`config.mk`:
```
export PLATFORM = sky130hd
export DESIGN_NAME = uart_rx_param_flat
export DESIGN_NICKNAME = d
export VERILOG_FILES = /design/src/rtl/uart_rx_param_if.sv /design/src/rtl/uart_rx_param.sv /design/src/flat_wrapper.sv
export SDC_FILE = /design/constraint.sdc
export NUM_CORES = 1
export LEC_CHECK = 0
export ABC_AREA = 1
export BUFFER_PORTS_ARGS = -buffer_cell sky130_fd_sc_hd__buf_2
export CAP_MARGIN = 10
export CORE_AREA = 3 3 55 94
export CTS_CLUSTER_DIAMETER = 40
export DETAILED_ROUTE_END_ITERATION = 8
export DIE_AREA = 0 0 58 97
export GPL_TIMING_DRIVEN = 0
export PLACE_DENSITY = 0.76
export SYNTH_ARGS = -nofsm -noshare
export SYNTH_HDL_FRONTEND = slang
export SYNTH_SLANG_ARGS = --single-unit
```
`constraint.sdc`:
```
create_clock -name clk -period 1.9 [get_ports clk]
set_input_delay 0.095 -clock clk [delete_from_list [all_inputs] [get_ports clk]]
set_output_delay 0.095 -clock clk [all_outputs]
set_load 0.03 [all_outputs]
```
`src/rtl/uart_rx_param_if.sv`:
```
// Received-word handshake between the UART receiver and its consumer.
interface uart_rx_param_if #(
  parameter int unsigned DATA_BITS = 8
);
  logic [DATA_BITS-1:0] rx_data;
  logic                 rx_valid;
  logic                 rx_ready;
  logic                 frame_err;
  logic                 parity_err;
  logic                 overrun;
  logic                 busy;

  modport master (
    output rx_data, rx_valid, frame_err, parity_err, overrun, busy,
    input  rx_ready
  );

  modport slave (
    input  rx_data, rx_valid, frame_err, parity_err, overrun, busy,
    output rx_ready
  );
endinterface

```
`src/rtl/uart_rx_param.sv`:
```
// Parametrised UART receiver: internal bit timing, 3-sample majority vote at mid-bit,
// framing/parity/overrun reporting and a valid/ready output register.
module uart_rx_param #(
  parameter int unsigned CLKS_PER_BIT = 434,
  parameter int unsigned DATA_BITS    = 8,
  parameter int unsigned PARITY       = 0,
  parameter int unsigned STOP_BITS    = 1
) (
  input  logic            clk,
  input  logic            rst_n,
  input  logic            rx,
  uart_rx_param_if.master out_if
);

  localparam logic [15:0] CntLast  = 16'(CLKS_PER_BIT - 1);
  localparam logic [15:0] CntMid   = 16'(CLKS_PER_BIT / 2);
  localparam logic [3:0]  DataLast = 4'(DATA_BITS - 1);
  localparam logic [3:0]  StopLast = 4'(STOP_BITS - 1);

  typedef enum logic [2:0] {StIdle, StStart, StData, StParity, StStop} state_e;

  state_e               state_q, state_d;
  logic [15:0]          cnt_q, cnt_d;
  logic [3:0]           bit_idx_q, bit_idx_d;
  logic [DATA_BITS-1:0] shift_q, shift_d;
  logic                 frm_err_q, frm_err_d;
  logic                 par_err_q, par_err_d;
  logic                 sync1_q, sync2_q;
  logic [2:0]           hist_q;
  logic [DATA_BITS-1:0] data_q;
  logic                 valid_q, fe_q, pe_q, ovr_q;
  logic                 vote, fall, at_mid, at_end, done;

  assign vote   = (hist_q[0] & hist_q[1]) | (hist_q[0] & hist_q[2]) | (hist_q[1] & hist_q[2]);
  assign fall   = hist_q[0] & ~sync2_q;
  assign at_mid = (cnt_q == CntMid);
  assign at_end = (cnt_q == CntLast);

  always_ff @(posedge clk or negedge rst_n) begin
    if (!rst_n) begin
      sync1_q <= 1'b1;
      sync2_q <= 1'b1;
      hist_q  <= 3'b111;
    end else begin
      sync1_q <= rx;
      sync2_q <= sync1_q;
      hist_q  <= {hist_q[1:0], sync2_q};
    end
  end

  always_comb begin
    state_d   = state_q;
    cnt_d     = at_end ? 16'd0 : cnt_q + 16'd1;
    bit_idx_d = bit_idx_q;
    shift_d   = shift_q;
    frm_err_d = frm_err_q;
    par_err_d = par_err_q;
    done      = 1'b0;
    unique case (state_q)
      StIdle: begin
        cnt_d = 16'd0;
        if (fall) begin
          state_d   = StStart;
          bit_idx_d = 4'd0;
          frm_err_d = 1'b0;
          par_err_d = 1'b0;
        end
      end
      StStart: begin
        if (at_mid && vote) begin
          state_d = StIdle;
          cnt_d   = 16'd0;
        end else if (at_end) begin
          state_d = StData;
        end
      end
      StData: begin
        if (at_mid) shift_d = {vote, shift_q[DATA_BITS-1:1]};
        if (at_end) begin
          bit_idx_d = bit_idx_q + 4'd1;
          if (bit_idx_q == DataLast) begin
            bit_idx_d = 4'd0;
            state_d   = (PARITY != 0) ? StParity : StStop;
          end
        end
      end
      StParity: begin
        if (at_mid) par_err_d = (PARITY == 1) ? ~(^shift_q ^ vote) : (^shift_q ^ vote);
        if (at_end) state_d = StStop;
      end
      StStop: begin
        if (at_mid) begin
          if (!vote) frm_err_d = 1'b1;
          // Finish at the last stop sample so a short stop bit cannot swallow the next start.
          if (bit_idx_q == StopLast) begin
            done    = 1'b1;
            state_d = StIdle;
            cnt_d   = 16'd0;
          end
        end else if (at_end) begin
          bit_idx_d = bit_idx_q + 4'd1;
        end
      end
      default: state_d = StIdle;
    endcase
  end

  always_ff @(posedge clk or negedge rst_n) begin
    if (!rst_n) begin
      state_q   <= StIdle;
      cnt_q     <= 16'd0;
      bit_idx_q <= 4'd0;
      shift_q   <= '0;
      frm_err_q <= 1'b0;
      par_err_q <= 1'b0;
    end else begin
      state_q   <= state_d;
      cnt_q     <= cnt_d;
      bit_idx_q <= bit_idx_d;
      shift_q   <= shift_d;
      frm_err_q <= frm_err_d;
      par_err_q <= par_err_d;
    end
  end

  always_ff @(posedge clk or negedge rst_n) begin
    if (!rst_n) begin
      data_q  <= '0;
      valid_q <= 1'b0;
      fe_q    <= 1'b0;
      pe_q    <= 1'b0;
      ovr_q   <= 1'b0;
    end else begin
      ovr_q <= done && valid_q && !out_if.rx_ready;
      if (done && (!valid_q || out_if.rx_ready)) begin
        data_q  <= shift_q;
        fe_q    <= frm_err_q | ~vote;
        pe_q    <= par_err_q;
        valid_q <= 1'b1;
      end else if (valid_q && out_if.rx_ready) begin
        valid_q <= 1'b0;
      end
    end
  end

  assign out_if.rx_data    = data_q;
  assign out_if.rx_valid   = valid_q;
  assign out_if.frame_err  = fe_q;
  assign out_if.parity_err = pe_q;
  assign out_if.overrun    = ovr_q;
  assign out_if.busy       = (state_q != StIdle);

endmodule
```
`src/flat_wrapper.sv`:
```
// flat-port wrapper written by rule: the top's interface ports become plain ports
module uart_rx_param_flat 
#(
  parameter int unsigned CLKS_PER_BIT = 434,
  parameter int unsigned DATA_BITS    = 8,
  parameter int unsigned PARITY       = 0,
  parameter int unsigned STOP_BITS    = 1
)
  (clk, rst_n, rx, out_if_rx_data, out_if_rx_valid, out_if_frame_err, out_if_parity_err, out_if_overrun, out_if_busy, out_if_rx_ready);
  uart_rx_param_if #(.DATA_BITS(DATA_BITS)) out_if_i ();
  input  logic clk;
  input  logic rst_n;
  input  logic rx;
  output wire logic [$bits(out_if_i.rx_data)-1:0] out_if_rx_data;
  output wire logic [$bits(out_if_i.rx_valid)-1:0] out_if_rx_valid;
  output wire logic [$bits(out_if_i.frame_err)-1:0] out_if_frame_err;
  output wire logic [$bits(out_if_i.parity_err)-1:0] out_if_parity_err;
  output wire logic [$bits(out_if_i.overrun)-1:0] out_if_overrun;
  output wire logic [$bits(out_if_i.busy)-1:0] out_if_busy;
  input wire logic [$bits(out_if_i.rx_ready)-1:0] out_if_rx_ready;
  assign out_if_rx_data = out_if_i.rx_data;
  assign out_if_rx_valid = out_if_i.rx_valid;
  assign out_if_frame_err = out_if_i.frame_err;
  assign out_if_parity_err = out_if_i.parity_err;
  assign out_if_overrun = out_if_i.overrun;
  assign out_if_busy = out_if_i.busy;
  assign out_if_i.rx_ready = out_if_rx_ready;
  uart_rx_param #(.CLKS_PER_BIT(CLKS_PER_BIT), .DATA_BITS(DATA_BITS), .PARITY(PARITY), .STOP_BITS(STOP_BITS)) u_core (.clk(clk), .rst_n(rst_n), .rx(rx), .out_if(out_if_i));
endmodule
```
# [Word-level counts from Yosys, hierarchy flattened]
# Cells that the tools add are included.
[totals] in_bits=4 reg_bits=50 wordCells=96
[classes] eq_ne=18 add_sub_neg=2 bitwise_logic=10 n_reduce_logical=21 mux=31
[ops] cell="two-way mux 16 bit" n=4
[ops] cell="one-hot mux 16 bit (3 select lines)" n=1
[ops] cell="two-way mux 3 bit" n=8
[ops] cell="two-way mux 4 bit" n=5
[ops] cell="adder 16 x 1 -> 16 bit, second input constant" n=1
[ops] cell="equality test 16 x 8 -> 1 bit, second input constant" n=1
[ops] cell="equality test 16 x 9 -> 1 bit, second input constant" n=1
[ops] cell="!= test 2 x 1 -> 1 bit, second input constant" n=8
[ops] cell="one-hot mux 3 bit (5 select lines)" n=1
[ops] cell="one-hot mux 4 bit (3 select lines)" n=1
[ops] cell="two-way mux 1 bit" n=9
[ops] cell="XOR reduction 8 bit" n=1
[ops] cell="AND reduction 7 bit" n=1
[ops] cell="equality test 3 x 2 -> 1 bit, second input constant" n=2
[ops] cell="nonzero test 2 bit" n=3
[ops] cell="nonzero test 3 bit" n=2
[ops] cell="logical AND 1 bit" n=5
[ops] cell="AND reduction 5 bit" n=1
[ops] cell="adder 4 x 1 -> 4 bit, second input constant" n=1
[ops] cell="bitwise AND 1 bit" n=4
[ops] cell="equality test 4 x 3 -> 1 bit, second input constant" n=1
[ops] cell="zero test 4 bit" n=1
[ops] cell="!= test 2 bit, second input constant" n=2
[ops] cell="one-hot mux 1 bit (2 select lines)" n=2
[ops] cell="12 further kinds" n=16

# [Longest topological paths before layout]
# Gate-level depths: netlist of run 1.
[logic_depth] ltp_word=6 mapped_depth=11 mapped_depth_nobuf=11

# [Worst setup path before layout of run 1]
# Ideal clock, no wire load.
[synth_timing] path_kind="reg2reg" from="reg u_core.cnt_q[1]" to="reg u_core.cnt_q[0]" arrival_ns=1.375 period_less_slack_ns=1.495 setup_time_ns=0.120 stages_incl_launch_ff=11 path_buffers=1 t_required_ns=1.780 slack_ns=0.405 cell_sequence="dfrtp_1 > inv_1 > ha_1 > nand3_1 > nor2_4 > nand3_1 > nand2_1 > nand3_2 > nand2_2 > buf_6 > nor2_1"
[synth_between] elab_chain_cells=5 elab_cells_between_ends=8 cone_classes="2 x eq/ne; 5 x mux; 1 x reduce/logical"
[synth_lines] item="start, declared" line="uart_rx_param.sv:23" text="logic [15:0] cnt_q, cnt_d;"
[synth_lines] item="start signal, assigned" line="uart_rx_param.sv:118" text="cnt_q <= cnt_d;"
[synth_lines] item="equality test 16 x 9 -> 1 bit" line="uart_rx_param.sv:37" text="assign at_end = (cnt_q == CntLast);"
[synth_lines] item="two-way mux 16 bit" line="uart_rx_param.sv:53" text="cnt_d = at_end ? 16'd0 : cnt_q + 16'd1;"
[synth_lines] item="two-way mux 16 bit" line="uart_rx_param.sv:95" text="if (bit_idx_q == StopLast) begin"
[synth_lines] item="two-way mux 16 bit" line="uart_rx_param.sv:92" text="if (at_mid) begin"
[synth_lines] item="one-hot mux 16 bit (3 select lines) (*)" line="uart_rx_param.sv:59" text="unique case (state_q)"
[synth_lines] item="via u_core.cnt_d[0]" line="uart_rx_param.sv:23"
# Mark *: on every way through the listed nets, which the timed path passes. The rest lies on a longest branch.
# A chain may end at the register's enable or synchronous reset.

# [Worst setup path in the final report of run 1]
[layout_timing] from="reg u_core.cnt_q[10]" to="reg u_core.cnt_q[9]"
# Same word-level chain as after synthesis.

==> results.yml, run 1 <==
critical_path:
  path_class: "reg -> reg"
  worstPathMaxFanout: 10
  end_kind: "flip-flop"
  worst_path_largest_cell_delay_ns: 0.44
  rr_worst_depth: 9
  worst_ep_required_time_ns: 2.09
  crit_chain: "nor2_1, nand2_1, nor2_2, nand2_2, nand2_1, nand3_2, nand2_2, buf_6, nor2_1"
  worst_ep_arrival_time_ns: 1.94
  critPathLaunchType: "flip-flop"
  cpMaxStageDelayCell: "dfrtp_1"
  regToRegSetupSlack_ns: 0.15
drt:
  via_per_inst: 5.16
  dr.pass1.iters: 4
  drtAntennaViolNets: 0
  wl_per_cell_um: 12.2
  vias: 2091
  drt-total-wl_um: 4940
  drc: 0
  drt_iter0_drc: 95
synth:
  yosysTopAreaCell: "dfrtp_1"
  netlist_area_um2: 2630
  syn_area_per_cell_um2: 8.00
  syn_inst: 329
  ys_warn_count: 0
  synth_ff_type: "dfrtp_1"
  yosys-top-cells-area: "dfrtp_1 (43%), nand2_1 (13%), nor2_1 (6.4%)"
  synth_nets: 337
  synth_seq_cells: 50
  ys_types: 25
  synth_edf_count: 0
  yosysSeqAreaShare: 0.478
  synth_top_area_share: 0.428
  ys_async_sr_fraction: 1.00
clocking:
  cts_tree: "yes"
  clk_latency_ns: 0.31
  cts_sinks: 50
  htreeDepth: 2
  cts_buffers: 5
  cts_root_buffer: "clkbuf_8"
  clk_pin_slew_worst_paths_ns: 0.10
  clk_path_buf_depth: 2
layout:
  final_common_cell: "nand2_1"
  drive_above_1_share: 0.178
  syn_to_final_growth_pct: 10.4
  antennaDiodeCount: 0
  utilization: 0.648
  num-nets-final: 361
  multi_input_area_um2: 1170
  seqCellArea_um2: 1260
  fin_cells: 405
  fillerInstances: 411
  mostFrequentLayoutCells: "nand2_1 (88), dfrtp_1 (45), nor2_1 (44), inv_1 (36), nand3_1 (21)"
timing:
  fin_skew_ns: 0.00884
  fin_setup_tns_ns: 0
  clock.fmax_ghz: 0.573
  drv_slew: 0
  hold_ws_ns: -0.0172
  slew_headroom: 0.289
  hold_viol: 45
  max_slew.worst_pin.slew_ns: 1.07
  setup_violations: 0
  finalCritPeriodShare: 0.919
  rsz0062_at_grt: "no"
  fin_ws_ns: 0.154
  min_period_ns: 1.75
worst_hold_path:
  hp-class: "in -> async"
floorplan:
  die_y_um: 97
  ios: 17
  fp-row-count: 32
  die_w_um: 58
  start_util: 0.587
  dieArea_um2: 5630
  core-area_um2: 4480
power_and_ir_drop:
  p_switching_w: 0.000974
  p_leak_nw: 1.42
  powerDensity_nw_per_um2: 962
  power.share.switching: 0.349
  power_frac_seq: 0.445
  p_int_w: 0.00182
  pwr-share-comb: 0.286
  clockPowerShare: 0.269
  ir_worst_vdd_mv: 0.729
placement:
  place.gp.congestion: 0.868
  dp_cells: 396
  io_buffer_count: 16
  hpwlAfterDp_um: 3680
  dp_slack_ns: 0.112
outcome:
  violations: "hold timing"
  status: "finished with violations"
grt:
  grt_pass1_vias: 2062
  grt_pass1_wl_um: 9020
  grt_max_degree: 51
  antenna_found_initial: 0
  grt_use_total: 0.203
  grt-ovfl-total: 0
job:
  drv_cap: 0
[logic make-up (layout without fill, tap and decap cells)]
family / count (synthesis) / count (layout) / synth area share
AOI/OAI and AO/OA: 35 / 35 / 0.0827
buffers and inverters: 47 / 72 / 0.0794
DFF: 50 / 50 / 0.478
xor gates and xnor gates: 16 / 16 / 0.0532
and+or+nand+nor: 177 / 177 / 0.288
adders and majority gates: 4 / 4 / 0.0190
[final cells by class]
type,count,area share
buffer,6,0.0189
clock buffer,5,0.0237
clock inverter,3,0.0151
inverter,41,0.0530
multi-input combinational,232,0.404
sequential,50,0.433
tap,51,0.0220
timing repair buffer,17,0.0310
[final timing paths]
path	start	endpoint
max	u_core.cnt_q[10]$_DFF_PN0_	u_core.cnt_q[9]$_DFF_PN0_
min	rst_n	u_core.state_q[2]$_DFFE_PN0P_
max reg2reg	u_core.cnt_q[10]$_DFF_PN0_	u_core.cnt_q[9]$_DFF_PN0_
min reg2reg	u_core.sync1_q$_DFF_PN1_	u_core.sync2_q$_DFF_PN1_
max in group asynchronous	rst_n	u_core.cnt_q[8]$_DFF_PN0_
min in group clk	out_if_rx_ready	u_core.out_if.overrun$_DFF_PN0_
[state kept, by name, summed over array words and instances, names as in the netlist]
| signal | flops |
|---|---|
| u_core.par_err_q | 1 |
| u_core.out_if.rx_data | 8 |
| u_core.out_if.rx_valid | 1 |
| u_core.shift_q | 8 |
| u_core.sync1_q | 1 |
| u_core.sync2_q | 1 |
| u_core.cnt_q | 16 |
| u_core.out_if.frame_err | 1 |
| u_core.out_if.overrun | 1 |
| u_core.out_if.parity_err | 1 |
| u_core.bit_idx_q | 4 |
| u_core.frm_err_q | 1 |
| u_core.state_q | 3 |
| u_core.hist_q | 3 |
[critical path: cells and delay by family, from the launching register on]
family,cells,cell delay (ns)
simple gates,8,1.01
buf+inv,1,0.17
flops,1,0.44
[per-layer routing]
metal	vias to the layer above	GRT usage	wire, µm	part of all wire
li1	1078	-	-	-
met1	976	0.226	2030	0.41
met2	27	0.370	2680	0.54
met3	10	0.0360	119	0.024
met4	0	0.0714	113	0.023
met5	-	0	0	0
[synth_stat cells, drive strengths merged, types with 4 or more instances]
cell,n
xor2,11
ha,4
nor3,5
inv,41
dfstp,5
buf,6
dfrtp,45
nor2,50
nand2,91
nand3,24
nand4,5
xnor2,5
o21ai,32
[power groups by stage]
stage / Clock (W) / Combinational (W) / Sequential, W
6_report: 0.000752 / 0.000799 / 0.00124
5_1_grt: 0.000810 / 0.000926 / 0.00126
4_1_cts: 0.000767 / 0.000808 / 0.00124
3_5_place_dp: 0 / 0.000806 / 0.00126
3_3_place_gp: 0 / 0.000787 / 0.00126
2_1_floorplan: 0 / 0.000619 / 0.00124
[through the flow]
step / cell area (µm²) / total power [W] / hold WS (ns)
3_3_place_gp: 2780 / 0.00204 / 0.200
2_1_floorplan: 2630 / 0.00186 / -0.201
3_5_place_dp: 2780 / 0.00207 / 0.202
6_report: 2910 / 0.00279 / -0.0172
4_1_cts: 2900 / 0.00282 / 0.0231
5_1_grt: 2910 / 0.00299 / 0.0618
[what timing repair did]
| action | 4_1_cts | 5_1_grt |
|---|---|---|
| hold buffers | 1 | 0 |
| buffers inserted | 0 | 0 |
| endpoints found under the setup margin | 0 | 11 |
| endpoints found under the hold margin | 1 | 0 |
| resized for setup | 0 | 2 |
Power figures use the tool's default switching activity.
==> inputs of run 2 (changes only) <==
--- a/config.mk
+++ b/config.mk
@@ -8,12 +8,12 @@
 export ABC_AREA = 1
 export BUFFER_PORTS_ARGS = -buffer_cell sky130_fd_sc_hd__buf_2
 export CAP_MARGIN = 10
-export CORE_AREA = 3 3 55 94
+export CORE_AREA = 3 3 57 99
 export CTS_CLUSTER_DIAMETER = 40
 export DETAILED_ROUTE_END_ITERATION = 8
-export DIE_AREA = 0 0 58 97
+export DIE_AREA = 0 0 60 102
 export GPL_TIMING_DRIVEN = 0
-export PLACE_DENSITY = 0.76
+export PLACE_DENSITY = 0.73
 export SYNTH_ARGS = -nofsm -noshare
 export SYNTH_HDL_FRONTEND = slang
 export SYNTH_SLANG_ARGS = --single-unit
==> constraint.sdc (replaced) <==
create_clock -name clk -period 1.55 [get_ports clk]
set_input_delay 0.0775 -clock clk [delete_from_list [all_inputs] [get_ports clk]]
set_output_delay 0.0775 -clock clk [all_outputs]
set_load 0.03 [all_outputs]
==> run 2 against run 1 <==
- first-iteration DRC count rose by 1.1%
- combinational power rose by 91%
- routed wire length is 18% higher
- clock power is 22% higher
- the run ends with hold timing, setup timing left
- final area increased by 14%
- critical path depth unchanged
- count of clock-buffer cells in the layout up 1
==> results.yml, run 2 (same netlist as run 1, synthesis figures left out) <==
outcome:
  status: "finished with violations"
  violations: "hold timing, setup timing"
grt:
  antenna_found_initial: 0
  grt_use_total: 0.191
  grt_max_degree: 51
  grt-ovfl-total: 0
  grt_pass1_vias: 2087
  grt_pass1_wl_um: 8940
timing:
  hold_viol: 45
  slew_headroom: 0.273
  drv_slew: 0
  rsz0062_at_grt: "yes"
  fin_skew_ns: 0.0103
  setup_violations: 26
  hold_ws_ns: -0.0275
  finalCritPeriodShare: 1.03
  fin_ws_ns: -0.0539
  min_period_ns: 1.60
  clock.fmax_ghz: 0.623
  fin_setup_tns_ns: -0.989
  max_slew.worst_pin.slew_ns: 1.09
power_and_ir_drop:
  ir_worst_vdd_mv: 0.863
  p_leak_nw: 1.52
  powerDensity_nw_per_um2: 1210
layout:
  final_common_cell: "nand2_1"
  syn_to_final_growth_pct: 25.9
  drive_above_1_share: 0.358
  mostFrequentLayoutCells: "nand2_1 (72), dfrtp_1 (40), inv_1 (34), nor2_1 (24), nor2_2 (18)"
  regMostFlops: "u_core.cnt_q"
  antennaDiodeCount: 0
  num-nets-final: 379
  utilization: 0.672
  fillerInstances: 378
  largest_reg_flops: 16
  design_area_um2: 3310
floorplan:
  ios: 17
  core-area_um2: 4930
  die_w_um: 60
  die_y_um: 102
  fp-row-count: 34
  dieArea_um2: 6120
  start_util: 0.533
clocking:
  clk_path_buf_depth: 2
  cts_buffers: 5
  cts_sinks: 50
  cts_root_buffer: "clkbuf_8"
  clk_latency_ns: 0.30
  cts_tree: "yes"
  htreeDepth: 2
  clk_pin_slew_worst_paths_ns: 0.09
job:
  drv_cap: 0
placement:
  postPlaceCellArea_um2: 2780
  place.gp.congestion: 0.835
  hpwlAfterDp_um: 3730
  io_buffer_count: 16
drt:
  drc: 0
  via_per_inst: 5.29
  dr.pass1.iters: 4
  drtAntennaViolNets: 0
  drt-total-wl_um: 5810
  wl_per_cell_um: 13.6
  drt_iter0_drc: 96
  vias: 2252
critical_path:
  end_kind: "flip-flop"
  worst_ep_required_time_ns: 1.75
  critPathLaunchType: "flip-flop"
  worstPathMaxFanout: 5
  path_class: "reg -> reg"
  worst_ep_arrival_time_ns: 1.81
worst_hold_path:
  hp-class: "in -> async"
==> run 2: changes by cell type in the layout (fill, tap and decap cells not counted), moves of 6 or more <==
| cell | previous run | this run |
|---|---|---|
| buf_4 | 0 | 12 |
| buf_6 | 4 | 10 |
| nand2_1 | 88 | 72 |
| nand2_2 | 3 | 17 |
| nand3_1 | 21 | 15 |
| nor2_1 | 44 | 24 |
| nor2_2 | 5 | 18 |
| nor2_4 | 1 | 8 |
==> run 2: repair_timing <==
item	in CTS	in global routing
setup endpoints to repair	42	44
resized for setup	25	60
endpoints found under the hold margin	1	0
hold buffers	1	0
buffers inserted	4	12
pin swaps	2	9
cloned	1	2
==> run 2: per-stage QoR <==
| stage | power, W | instances | setup WS [ns] |
|---|---|---|---|
| floorplan | 0.00228 | 329 | 0.0547 |
| global placement | 0.00250 | 399 | -0.247 |
| detailed placement | 0.00253 | 399 | -0.272 |
| CTS | 0.00374 | 413 | 0.00123 |
| global route | 0.00425 | 426 | -0.135 |
| finish | 0.00400 | 426 | -0.0539 |
==> run 2: cell type report <==
cell class / count / area, µm² / share of cell area
Clock inverter: 2 / 37.5 / 0.0113
Clock buffer: 6 / 72.6 / 0.0219
Timing Repair Buffer: 36 / 253 / 0.0763
Multi-Input combinational cell: 232 / 1410 / 0.424
Tap cell: 54 / 67.6 / 0.0204
Buffer: 5 / 60.1 / 0.0181
Inverter: 41 / 154 / 0.0464
Sequential cell: 50 / 1260 / 0.381
==> run 2: worst max-delay path: stages (launching register included) <==
cell and delay [ns]:
dfrtp_2 0.45, nor2_4 0.15, nand2_2 0.08, nor2_4 0.19
nand2_4 0.11, nor2_4 0.14, nand3_4 0.11, buf_6 0.16
nand2_2 0.06, o21ai_2 0.04
==> run 2: path summary, 6_finish.rpt <==
path	start	to	slack [ns]	cells after the start
min reg2reg	u_core.sync1_q$_DFF_PN1_	u_core.sync2_q$_DFF_PN1_	0.36	0
max reg2reg	u_core.cnt_q[10]$_DFF_PN0_	u_core.out_if.rx_data[7]$_DFFE_PN0P_	-0.05	9
max	u_core.cnt_q[10]$_DFF_PN0_	u_core.out_if.rx_data[7]$_DFFE_PN0P_	-0.05	9
min	rst_n	u_core.out_if.parity_err$_DFFE_PN0P_	-0.03	1
min in group clk	out_if_rx_ready	u_core.out_if.overrun$_DFF_PN0_	0.11	4
max in group asynchronous	rst_n	u_core.cnt_q[10]$_DFF_PN0_	0.83	1
==> run 2: per-layer routing <==
layer  vias to the layer above  track usage  routed length (µm)
met1                      1070        0.201                2120
met2                        54        0.360                3380
met4                         0       0.0734                 119
met5                         -            0                   0
met3                         9       0.0303                 186
li1                       1119            -                   -
==> run 2: report_power, final <==
group | total (W) | switching [W] | internal [W]
Combinational | 0.00153 | 0.000905 | 0.000624
Clock | 0.000915 | 0.000433 | 0.000482
Sequential | 0.00155 | 0.000132 | 0.00142
Total | 0.00400 | 0.00147 | 0.00253
==> inputs of run 3 (changes only) <==
--- a/config.mk
+++ b/config.mk
@@ -8,12 +8,14 @@
 export ABC_AREA = 1
 export BUFFER_PORTS_ARGS = -buffer_cell sky130_fd_sc_hd__buf_2
 export CAP_MARGIN = 10
-export CORE_AREA = 3 3 57 99
+export CELL_PAD_IN_SITES_DETAIL_PLACEMENT = 0
+export CELL_PAD_IN_SITES_GLOBAL_PLACEMENT = 1
+export CORE_AREA = 3 3 65 113
 export CTS_CLUSTER_DIAMETER = 40
 export DETAILED_ROUTE_END_ITERATION = 8
-export DIE_AREA = 0 0 60 102
+export DIE_AREA = 0 0 68 116
 export GPL_TIMING_DRIVEN = 0
-export PLACE_DENSITY = 0.73
+export PLACE_DENSITY_LB_ADDON = 0.1
 export SYNTH_ARGS = -nofsm -noshare
 export SYNTH_HDL_FRONTEND = slang
 export SYNTH_SLANG_ARGS = --single-unit
==> run 3 against run 2 <==
- the flow finishes with violations (setup timing)
- fmax fell by 0.23%
- first-iteration DRC count down 5.2%
- sequential power about the same
- sequential cell count did not move
- largest power group is now combinational cells
- highest routed layer unchanged
==> results.yml, run 3 (same netlist as run 1, synthesis figures left out) <==
outcome:
  status: "finished with violations"
  violations: "setup timing"
timing:
  hold_ws_ns: 0.0910
  slew_headroom: 0.725
  min_period_ns: 1.61
  rsz0062_at_grt: "yes"
  setup_violations: 17
  fin_ws_ns: -0.0575
  finalCritPeriodShare: 1.04
  drv_slew: 0
  clock.fmax_ghz: 0.622
  fin_setup_tns_ns: -0.496
  max_slew.worst_pin.slew_ns: 0.412
  fin_skew_ns: 0.00614
  hold_viol: 0
clocking:
  clk_path_buf_depth: 2
  clk_latency_ns: 0.30
  cts_root_buffer: "clkbuf_16"
  cts_sinks: 50
  htreeDepth: 2
  cts_tree: "yes"
  cts_buffers: 5
  clk_pin_slew_worst_paths_ns: 0.06
grt:
  grt_pass1_wl_um: 9950
  grt_pass1_vias: 2207
  antenna_found_initial: 0
  grt_use_total: 0.168
  grt_max_degree: 51
  grt-ovfl-total: 0
floorplan:
  start_util: 0.403
  core-area_um2: 6540
  fp-row-count: 39
  die_y_um: 116
  die_w_um: 68
  dieArea_um2: 7890
  ios: 17
placement:
  hpwlAfterDp_um: 4080
  io_buffer_count: 16
  place.gp.congestion: 0.791
  dp_cells: 427
power_and_ir_drop:
  p_int_w: 0.00301
  pwr-share-comb: 0.390
  power.share.switching: 0.349
  p_leak_nw: 1.57
  power_frac_seq: 0.335
  clockPowerShare: 0.275
  p_total_w: 0.00462
  ir_worst_vdd_mv: 0.960
  powerDensity_nw_per_um2: 1350
  p_switching_w: 0.00161
drt:
  drt_iter0_drc: 91
  vias: 2198
  drc: 0
  drt-total-wl_um: 5940
  wl_per_cell_um: 13.1
  dr.pass1.iters: 4
  via_per_inst: 4.85
  drtAntennaViolNets: 0
layout:
  mostFrequentLayoutCells: "nand2_1 (78), dfrtp_1 (37), inv_1 (35), nor2_1 (27), buf_2 (16)"
  drive_above_1_share: 0.340
  antennaDiodeCount: 0
  final_common_cell: "nand2_1"
  fin_cells: 453
  num-nets-final: 378
  syn_to_final_growth_pct: 29.7
  regMostFlops: "u_core.cnt_q"
  largest_reg_flops: 16
critical_path:
  end_kind: "flip-flop"
  worst_ep_required_time_ns: 1.73
  critPathLaunchType: "flip-flop"
  worst_ep_arrival_time_ns: 1.79
  critPathMostFrequentCell: "nand2_4"
  worstPathMaxFanout: 5
  cpMaxStageDelayCell: "dfrtp_1"
  worst_path_largest_cell_delay_ns: 0.39
  crit_chain: "inv_2, ha_4, nand3_4, nor2_4, nand2_4, nand2_4, nand3_4, nand2_4, buf_12, buf_8, nor2_1"
  path_class: "reg -> reg"
job:
  drv_cap: 0
worst_hold_path:
  hp-class: "in -> reg"
==> run 3: final timing paths <==
| kind | startpoint | endpoint | slack, ns | cells past startpoint |
|---|---|---|---|---|
| min reg2reg | u_core.sync1_q$_DFF_PN1_ | u_core.sync2_q$_DFF_PN1_ | 0.36 | 0 |
| max | u_core.cnt_q[1]$_DFF_PN0_ | u_core.cnt_q[3]$_DFF_PN0_ | -0.06 | 11 |
| max reg2reg | u_core.cnt_q[1]$_DFF_PN0_ | u_core.cnt_q[3]$_DFF_PN0_ | -0.06 | 11 |
| min in group asynchronous | rst_n | u_core.cnt_q[6]$_DFF_PN0_ | 0.24 | 2 |
| max in group asynchronous | rst_n | u_core.hist_q[1]$_DFF_PN1_ | 0.73 | 3 |
| min | out_if_rx_ready | u_core.out_if.rx_valid$_DFFE_PN0P_ | 0.09 | 4 |
==> run 3: per-layer routing <==
metal / GRT usage / share of wire / vias up
met3: 0.0339 / 0.032 / 11
met5: 0 / 0 / -
met4: 0.0930 / 0.032 / 0
met1: 0.169 / 0.39 / 1041
met2: 0.309 / 0.54 / 37
li1: - / - / 1109
==> run 3: critical path, delay by kind of cell, from the launching register on <==
family                     cells  cell delay (ns)
buffers and inverters          3             0.30
and+or+nand+nor                7             0.65
adders and majority gates      1             0.14
DFF                            1             0.39
==> run 3: repair_timing <==
action / in CTS / in global routing
pin swaps: 5 / 11
buffers inserted: 11 / 5
hold endpoints to repair: 1 / 11
setup endpoints to repair: 44 / 42
gates cloned: 1 / 0
resized for setup: 37 / 36
hold buffers: 1 / 1
==> run 3: final cells by class <==
cell class,count,area [µm²]
Timing Repair Buffer,35,273
Tap cell,82,103
Sequential cell,50,1270
Clock buffer,5,125
Clock inverter,3,43.8
Multi-Input combinational cell,232,1390
Fill cell,658,3120
Buffer,5,56.3
Inverter,41,156
==> run 3: power by group through the flow <==
stage          sequential [W]  combinational (W)  clock, W
6_report              0.00155            0.00180   0.00127
5_1_grt               0.00157            0.00198   0.00138
4_1_cts               0.00154            0.00166   0.00131
3_5_place_dp          0.00155            0.00101         0
3_3_place_gp          0.00154            0.00102         0
2_1_floorplan         0.00152           0.000759         0
==> run 3: through the flow <==
step | util | area (µm²) | setup WS [ns]
2_1_floorplan | - | 2630 | 0.0547
4_1_cts | 0.497 | 3250 | -0.0444
5_1_grt | 0.522 | 3410 | -0.141
3_3_place_gp | 0.431 | 2820 | -0.320
6_report | 0.522 | 3410 | -0.0575
3_5_place_dp | 0.431 | 2820 | -0.321
